File: src/rtl/jtframe_prog_pkg.sv
// Shared types for the ROM download loader: FSM states, FIFO entry layout
// and SDRAM byte-lane masks.
package jtframe_prog_pkg;

   typedef enum logic [1:0] {
      IDLE  = 2'd0,
      LOAD  = 2'd1,
      DRAIN = 2'd2,
      POST  = 2'd3
   } state_t;

   // One buffered byte write: word address, byte value and active-low lane mask
   typedef struct packed {
      logic [21:0] addr;
      logic [7:0]  data;
      logic [1:0]  mask;
   } entry_t;

   localparam int ENTRY_W = $bits(entry_t);

   // Active-low byte enables: even byte goes to the low lane, odd to the high lane
   localparam logic [1:0] MASK_LO = 2'b10;
   localparam logic [1:0] MASK_HI = 2'b01;

endpackage

File: src/rtl/jtframe_prog_fifo.sv
// Single-clock FIFO buffering download bytes ahead of the SDRAM write stage.
// A push into a full FIFO is accepted when a pop happens on the same edge.
module jtframe_prog_fifo #(
   parameter int FIFO_AW = 2,
   parameter int DW      = 32
) (
   input  logic          clk_sys,
   input  logic          RESET,
   input  logic          push,
   input  logic          pop,
   input  logic [DW-1:0] din,
   output logic [DW-1:0] dout,
   output logic          empty,
   output logic          full
);

   localparam int DEPTH = 1 << FIFO_AW;

   logic [DW-1:0]      mem [DEPTH];
   logic [FIFO_AW-1:0] wr_ptr, rd_ptr;
   logic [FIFO_AW:0]   cnt;
   logic               do_push, do_pop;

   assign empty   = (cnt == '0);
   assign full    = cnt[FIFO_AW];
   assign do_pop  = pop & ~empty;
   assign do_push = push & (~full | do_pop);
   assign dout    = mem[rd_ptr];

   // Pointer and occupancy bookkeeping, cleared asynchronously
   always_ff @(posedge clk_sys or posedge RESET) begin
      if (RESET) begin
         wr_ptr <= '0;
         rd_ptr <= '0;
         cnt    <= '0;
      end else begin
         if (do_push) wr_ptr <= wr_ptr + FIFO_AW'(1);
         if (do_pop)  rd_ptr <= rd_ptr + FIFO_AW'(1);
         cnt <= cnt + (FIFO_AW+1)'(do_push) - (FIFO_AW+1)'(do_pop);
      end
   end

   // Storage array; contents are meaningless while the FIFO is empty
   always_ff @(posedge clk_sys) begin
      if (do_push) mem[wr_ptr] <= din;
   end

endmodule

File: src/rtl/jtframe_prog_loader.sv
// Turns the HPS ioctl byte stream into masked 16-bit SDRAM programming writes.
// Header bytes are skipped, bytes are buffered so SDRAM stalls never block the
// HPS, and dwnld_busy keeps the game in reset until all bytes are committed
// plus a settle period.
module jtframe_prog_loader
   import jtframe_prog_pkg::*;
#(
   parameter int HEADER      = 0,
   parameter int FIFO_AW     = 2,
   parameter int POST_CYCLES = 256
) (
   input  logic        clk_sys,
   input  logic        RESET,
   input  logic        downloading,
   input  logic        ioctl_wr,
   input  logic [21:0] ioctl_addr,
   input  logic [7:0]  ioctl_data,
   input  logic        prog_rdy,
   output logic [21:0] prog_addr,
   output logic [7:0]  prog_data,
   output logic [1:0]  prog_mask,
   output logic        prog_we,
   output logic        dwnld_busy,
   output logic        overflow
);

   state_t      state, state_nx;
   logic [15:0] cnt, cnt_nx;
   logic        dl_l, dl_rise;
   logic        hdr_ok, push_req, pop;
   logic        fifo_empty, fifo_full;
   logic [21:0] offset;
   entry_t      fifo_din, fifo_dout;

   assign dl_rise = downloading & ~dl_l;
   assign offset  = ioctl_addr - 22'(HEADER);

   if (HEADER == 0) begin : g_nohdr
      assign hdr_ok = 1'b1;
   end else begin : g_hdr
      assign hdr_ok = ioctl_addr >= 22'(HEADER);
   end

   assign push_req = ioctl_wr & hdr_ok & (state == LOAD);
   // Load the output stage whenever it is free or retiring this cycle
   assign pop      = ~fifo_empty & (~prog_we | prog_rdy);

   // Split the file offset into word address and byte-lane mask
   always_comb begin
      fifo_din      = '0;
      fifo_din.addr = {1'b0, offset[21:1]};
      fifo_din.data = ioctl_data;
      fifo_din.mask = offset[0] ? MASK_HI : MASK_LO;
   end

   jtframe_prog_fifo #(
      .FIFO_AW (FIFO_AW),
      .DW      (ENTRY_W)
   ) u_fifo (
      .clk_sys (clk_sys),
      .RESET   (RESET),
      .push    (push_req),
      .pop     (pop),
      .din     (fifo_din),
      .dout    (fifo_dout),
      .empty   (fifo_empty),
      .full    (fifo_full)
   );

   // Output stage: hold the write until the SDRAM accepts it, chain back-to-back
   always_ff @(posedge clk_sys or posedge RESET) begin
      if (RESET) begin
         prog_we   <= 1'b0;
         prog_addr <= '0;
         prog_data <= '0;
         prog_mask <= '0;
      end else if (pop) begin
         prog_we   <= 1'b1;
         prog_addr <= fifo_dout.addr;
         prog_data <= fifo_dout.data;
         prog_mask <= fifo_dout.mask;
      end else if (prog_rdy) begin
         prog_we   <= 1'b0;
      end
   end

   // Sticky record of a byte lost to a full FIFO
   always_ff @(posedge clk_sys or posedge RESET) begin
      if (RESET)                             overflow <= 1'b0;
      else if (push_req & fifo_full & ~pop)  overflow <= 1'b1;
   end

   // State register, settle counter and downloading edge detector
   always_ff @(posedge clk_sys or posedge RESET) begin
      if (RESET) begin
         state <= IDLE;
         cnt   <= '0;
         dl_l  <= 1'b0;
      end else begin
         state <= state_nx;
         cnt   <= cnt_nx;
         dl_l  <= downloading;
      end
   end

   // Next-state logic; a new download window always wins over drain/settle
   always_comb begin
      state_nx   = state;
      cnt_nx     = cnt;
      dwnld_busy = (state != IDLE);
      case (state)
         IDLE:  if (dl_rise) state_nx = LOAD;
         LOAD:  if (!downloading) state_nx = DRAIN;
         DRAIN: begin
            if (dl_rise) begin
               state_nx = LOAD;
            end else if (fifo_empty && !prog_we) begin
               state_nx = POST;
               cnt_nx   = 16'(POST_CYCLES - 1);
            end
         end
         POST: begin
            if (dl_rise)           state_nx = LOAD;
            else if (cnt == '0)    state_nx = IDLE;
            else                   cnt_nx   = cnt - 16'd1;
         end
         default: state_nx = IDLE;
      endcase
   end

endmodule

File: config.mk
export PLATFORM = sky130hd
export DESIGN_NAME = jtframe_prog_loader
export DESIGN_NICKNAME = d
export VERILOG_FILES = /design/src/rtl/jtframe_prog_pkg.sv /design/src/rtl/jtframe_prog_fifo.sv /design/src/rtl/jtframe_prog_loader.sv
export SDC_FILE = /design/constraint.sdc
export NUM_CORES = 1
export LEC_CHECK = 0
export BUFFER_PORTS_ARGS = -buffer_cell sky130_fd_sc_hd__clkbuf_2
export CAP_MARGIN = 15
export CORE_UTILIZATION = 25
export CTS_CLUSTER_DIAMETER = 150
export DETAILED_ROUTE_END_ITERATION = 10
export HOLD_SLACK_MARGIN = 0.03
export PLACE_DENSITY = 0.5
export SYNTH_ARGS = -nofsm -noshare
export SYNTH_HDL_FRONTEND = slang
export SYNTH_HIERARCHICAL = 1
export SYNTH_SLANG_ARGS = --single-unit
File: constraint.sdc
create_clock -name clk_sys -period 3.25 [get_ports clk_sys]
set_input_delay 0.8125 -clock clk_sys [delete_from_list [all_inputs] [get_ports clk_sys]]
set_output_delay 0.8125 -clock clk_sys [all_outputs]
set_load 0.02 [all_outputs]
==> summary.txt, run 1 <==
CTS
  • Postcts setup bufs: 0
  • H-tree depth: 4
  • # clock sinks: between 150 and 200
  • Clock buffer depth: 2
  • CTS Hold Bufs: 0
  • Clock latency on the worst-skew pair: between 0.4 and 0.5 ns
  • Clk slew on worst S/H paths: around 0.070 ns
  • CTS tree: yes
  • CTS resizes: 0
  • CTS root buffer: clkbuf_16
  • TritonCTS buffer count: 17

Critical path
  • CP peak stage delay: ~0.42 ns
  • Arr. time, crit path: between 2 and 3 ns
  • Critical-path top delay cell: or3_1
  • Startpoint Class: register
  • Crit. End Element: register
  • Worst path cell trace: or3_1 -> inv_1 -> a21oi_4 -> o21a_1 -> inv_1 -> ha_1 -> inv_1 -> ha_1 -> fa_1 -> xnor2_1 -> xnor2_1
  • Top cell by count, worst path: inv_1
  • Critical Path Fanout Max: 7
  • Setup CP Type: reg -> reg
  • Worst reg2reg path depth: 11
  • Required time worst endpoint: around 3.6 ns

Floorplanning
  • Core Area: approximately 29,000 um^2
  • Starting density of the core: about a quarter
  • Die width: ~170 um
  • Die area: approximately 30,000 um^2
  • Top-level I/O count: 70
  • FP Rows: 62
  • Die Height: around 170 um

Timing
  • Tcrit/Tclk final: 77.8%
  • Max Clock Skew: between 0.01 and 0.015 ns
  • RSZ-0062 raised after global routing: no
  • Final Hold Fails: 0
  • Worst-margin pin slew: 0.916 ns
  • Max Freq: 0.395 GHz
  • Max-Slew Margin vs Limit: roughly two fifths
  • Final slew viol count: 0
  • Final setup viols: 0
  • Setup TNS: 0 ns
  • Final min period: around 2.5 ns

Run
  • Max-Cap Viols: 0

Detailed routing
  • Post-Route WL: between 10 and 15 mm
  • # DRC: 0
  • WL/cell: approximately 17 um
  • Routed via count: 3,719
  • Vias/cell: 4.26
  • Router iterations before antenna repair: 4
  • Routed Antenna Nets: 0
  • Initial drt markers: ~170

Global route
  • Largest net degree at the start of global routing: 37
  • GRT overflow: 0
  • Number of global-route vias before repair: ~4,200
  • First-pass GRT wire length: 24.1 mm
  • All-Layer GR Usage: 10.6%
  • Initial antenna violation count: 0

Cells and area
  • Fraction of layout cells with a size suffix above 1: 37.8%
  • Area delta synth->final: 19.2%
  • # diodes: 0
  • Final Instance Area: roughly 8800 um^2
  • Util after Layout: between 30% and 40%
  • Nets: just over 500
  • Most frequent cells in the layout: edfxtp_1, clkbuf_2, dfrtp_1
  • Filler Cells Inserted: between 2,000 and 3,000
  • Commonest non-fill, non-tap cell in the layout: edfxtp_1

Power
  • Tot Pwr: between 7000 and 8000 uW
  • Pwr/cell area: around 860 nW/um^2
  • Max VDD drop: 0.393 mV
  • Leak: 0.00328 uW

Yosys
  • Synth async-reset ratio: about a third
  • Top FF cell, synth: edfxtp_1
  • Gate count after technology mapping: between 300 and 400
  • Sequential share of the synthesized area: between 70% and 80%
  • YS warnings: 6
  • Number of synthesized register bits: between 150 and 200
  • Mapped Area: around 7400 um^2
  • Library cells used by synthesis: 47
  • Post-synth EDFFs: between 100 and 150
  • Post-Syn Area per Cell: roughly 19 um^2

Placement
  • Placed cell area: 8210 um^2
  • GPL Wtd Cong: 0.747
  • Input/output buffers: 69
  • HPWL Detailed: ~9.3 mm

Status
  • Status: complete, no violations

Hold path
  • Class of the worst hold path: in -> async
cell type report:
cell class | instances | area (um^2) | area share [%]
flip-flops and latches | 188 | 5350 | 60.7
multi-input cells | 173 | 1890 | 21.4
clock buffers | 18 | 429 | 4.87
clock inverters | 14 | 173 | 1.96
inverters | 17 | 63.8 | 0.724
repair buffers | 79 | 433 | 4.91
well taps | 384 | 480 | 5.45
worst max-delay path, delay by kind of cell (launching register included):
kind                     cells  cell delay (ns)
XOR/XNOR                     2             0.33
flip-flops                   1             0.39
buffers and inverters        3             0.29
AND/OR/NAND/NOR              1             0.42
adder cells (fa/ha/maj)      3             0.71
AO/OA/AOI/OAI                2             0.32
per-stage QoR:
step	hold slack [ns]	std cells	setup slack, ns
6_report	0.329	873	0.721
5_1_grt	0.340	873	0.594
4_1_cts	0.319	873	0.709
3_5_place_dp	0.489	841	0.395
3_3_place_gp	0.472	841	0.549
2_1_floorplan	0.472	393	0.122
cells by family after synthesis:
kind of cell	Yosys count	synth area share, %
AOI/OAI and AO/OA	34	3.23
adders and majority gates	8	1.46
muxes	66	15.1
DFF	188	72.3
and+or+nand+nor	49	3.88
xor gates and xnor gates	12	1.42
buffers and inverters	32	2.56
other	1	0.0507
sequential cells by signal (all words and copies together), names as in the netlist, 2 cells and up:
name,cells
u_fifo/wr_ptr,2
cnt,16
state,2
prog_mask,2
u_fifo/rd_ptr,2
prog_data,8
prog_addr,22
u_fifo/mem,128
u_fifo/cnt,3
report_power, final:
part	internal (uW)	switching, uW	leakage (uW)	total (uW)
Sequential	3010	416	0.00187	3430
Combinational	1020	1030	0.00111	2060
Clock	1050	1040	0.000290	2090
cell usage after synthesis, drive strengths merged (8+ instances only):
| cell type | n | area, um^2 |
|---|---|---|
| or3 | 8 | 55.1 |
| edfxtp | 128 | 3840 |
| dfrtp | 60 | 1500 |
| mux2 | 33 | 372 |
| buf | 9 | 101 |
| o21ai | 9 | 45.0 |
| xor2 | 8 | 70.1 |
| inv | 17 | 63.8 |
| a21oi | 10 | 50.1 |
| mux4 | 32 | 736 |
| nand2 | 8 | 30.0 |
layer usage:
metal	up-vias	track usage (%)	routed length, um
met5	-	0	0
li1	1691	-	-
met1	1957	13.5	6790
met4	0	2.81	121
met3	9	3.26	585
met2	62	17.5	7470
final timing paths:
kind	start	to	slack, ns
setup / recovery	u_fifo/cnt[1]	u_fifo/cnt[2]	0.72
hold / removal	RESET	u_fifo/cnt[0]	0.33
setup reg to reg	u_fifo/cnt[1]	u_fifo/cnt[2]	0.72
hold reg to reg	overflow	overflow	0.50
max in group asynchronous	RESET	prog_addr[12]	2.25
min in group clk_sys	overflow	overflow	0.50
(Power assumes the default switching activity.)
==> run 2, diff against run 1 <==
Settings changed: PLACE_DENSITY 0.5 to 0.52.
Clock period 3.25 ns to 2.2 ns, I/O delays scaled along.
==> run 2 against run 1 <==
Compared with the run above: maximum frequency up 13%; core utilization up 1.3 points; global-route usage increased by 0.21 points; critical endpoint is now cnt[15]; power grew 52%; cell count is 3.7% higher; largest cell class unchanged; the run now ends with setup timing left.
==> summary.txt, run 2 (synthesis results as in run 1) <==
Critical path
  • Critical Path Fanout Max: 8
  • Bufs and invs on worst path: 1
  • CP peak stage delay: 0.48 ns
  • Arr. time, crit path: between 2 and 3 ns
  • Startpoint Class: register
  • Critical-path top delay cell: or4b_4
  • Worst reg2reg path depth: 7
  • RR Startpoint: cnt[1]
  • Setup crit end: cnt[15]
  • Required time worst endpoint: roughly 2.5 ns
  • Crit. End Element: register
  • Worst setup path start: cnt[1]
  • R2R Setup Slk: -0.04 ns
  • Stages on worst setup path: 7
  • Top Family by Delay on Critical Path: simple AND/OR/NAND/NOR gates
  • Capture point of the worst reg-to-reg path: cnt[15]
  • Worst path cell trace: inv_2 -> ha_2 -> or4b_4 -> or3b_4 -> o2111ai_4 -> or4_1 -> a21oi_1
  • Setup CP Type: reg -> reg

Global route
  • Largest net degree at the start of global routing: 34
  • All-Layer GR Usage: 10.8%
  • Met2 Usage GRT: between 10% and 20%
  • Initial antenna violation count: 0
  • GR Util met1: between 10% and 20%
  • Number of global-route vias before repair: 4,292
  • GRT overflow: 0
  • Most Used Layer, Global Route: met2
  • First-pass GRT wire length: around 24 mm
  • GR Util met3: under 10%

CTS
  • Clock latency on the worst-skew pair: between 0.4 and 0.5 ns
  • Clock buffer depth: 2
  • TritonCTS buffer count: 17
  • H-tree depth: 4
  • CTS tree: yes
  • CTS root buffer: clkbuf_16
  • Clk slew on worst S/H paths: approximately 0.070 ns
  • # clock sinks: about 190

Detailed routing
  • Routed via count: between 3,000 and 4,000
  • WL/cell: roughly 17 um
  • Router iterations before antenna repair: 4
  • Routed Antenna Nets: 0
  • Initial drt markers: approximately 210
  • # DRC: 0
  • Vias/cell: about 4.2
  • Post-Route WL: roughly 15 mm

Cells and area
  • # diodes: 0
  • Nets: around 550
  • Most flops, register: u_fifo/mem
  • Filler Cells Inserted: 2,802
  • Fraction of layout cells with a size suffix above 1: between 40 and 50%
  • Util after Layout: a little under a third
  • Area delta synth->final: 24.2%
  • Largest register FFs: roughly 130
  • Most frequent cells in the layout: edfxtp_1, clkbuf_2, dfrtp_1
  • Commonest non-fill, non-tap cell in the layout: edfxtp_1
  • Top flop regs: u_fifo/mem (128), prog_addr (22), cnt (16)

Placement
  • Input/output buffers: 69
  • HPWL Detailed: 9.58 mm
  • GPL Wtd Cong: ~0.67
  • Setup WS pre-CTS: -0.131 ns

Timing
  • Final min period: between 2 and 2.5 ns
  • Setup TNS: -0.107 ns
  • Final worst slack: -0.0369 ns
  • RSZ-0062 raised after global routing: yes
  • Hold slack: between 0.2 and 0.3 ns
  • Final slew viol count: 0
  • Tcrit/Tclk final: 102%
  • Final Hold Fails: 0
  • Max Freq: around 0.45 GHz
  • Max Clock Skew: 0.0146 ns
  • Final setup viols: 6

Power
  • Max VDD drop: about 0.45 mV
  • Pwr/cell area: roughly 1300 nW/um^2
  • Tot Pwr: between 10,000 and 15,000 uW
  • Leak: roughly 0.0034 uW

Status
  • Status: complete, but fails checks
  • Failing checks: setup timing

Floorplanning
  • FP Rows: 62
  • Core Area: a little under 30,000 um^2
  • Die Height: about 170 um
  • Die width: roughly 170 um
  • Starting density of the core: 25.6%
  • Die area: about 30,000 um^2
  • Top-level I/O count: 70

Run
  • Max-Cap Viols: 0

Hold path
  • Class of the worst hold path: in -> reg
[run 2: worst min path at each step]
stage | start | end | cells past startpoint | slack (ns)
after floorplan | RESET | u_fifo/cnt[0] | 1 | 0.35
after global placement | RESET | cnt[8] | 2 | 0.45
after detailed placement | RESET | cnt[8] | 2 | 0.45
after CTS | downloading | dl_l | 1 | 0.24
after global routing | downloading | dl_l | 1 | 0.25
final | downloading | dl_l | 1 | 0.26
[run 2: timing repair]
action | 4_1_cts | 5_1_grt
setup endpoints to repair | 12 | 15
resized for setup | 13 | 6
hold buffers | 1 | 0
buffers inserted | 7 | 5
pin swaps | 12 | 9
cloned | 1 | 0
hold endpoints to repair | 3 | 0
[run 2: metal layers]
metal / up-vias / routed length (um)
met5: - / 0
met4: 0 / 265
met3: 24 / 627
met2: 76 / 7630
met1: 1977 / 6740
li1: 1748 / -
[run 2: layout make-up]
type / instances / area, um^2 / share of cell area, %
Inverter: 17 / 66.3 / 0.722
Clock inverter: 8 / 55.1 / 0.599
Tap cell: 384 / 480 / 5.23
Multi-Input combinational cell: 174 / 2010 / 21.9
Clock buffer: 24 / 479 / 5.22
Timing Repair Buffer: 110 / 743 / 8.09
Sequential cell: 188 / 5350 / 58.2
[run 2: metrics by stage]
stage / std cells / cell area [um^2]
2_1_floorplan: 393 / 7450
3_3_place_gp: 859 / 8430
3_5_place_dp: 859 / 8430
4_1_cts: 900 / 9100
5_1_grt: 905 / 9190
6_report: 905 / 9190
[run 2: where the power goes]
part	total (uW)	internal [uW]	switching [uW]
Sequential	4810	4450	361
Combinational	3870	1910	1960
Clock	2850	1540	1310
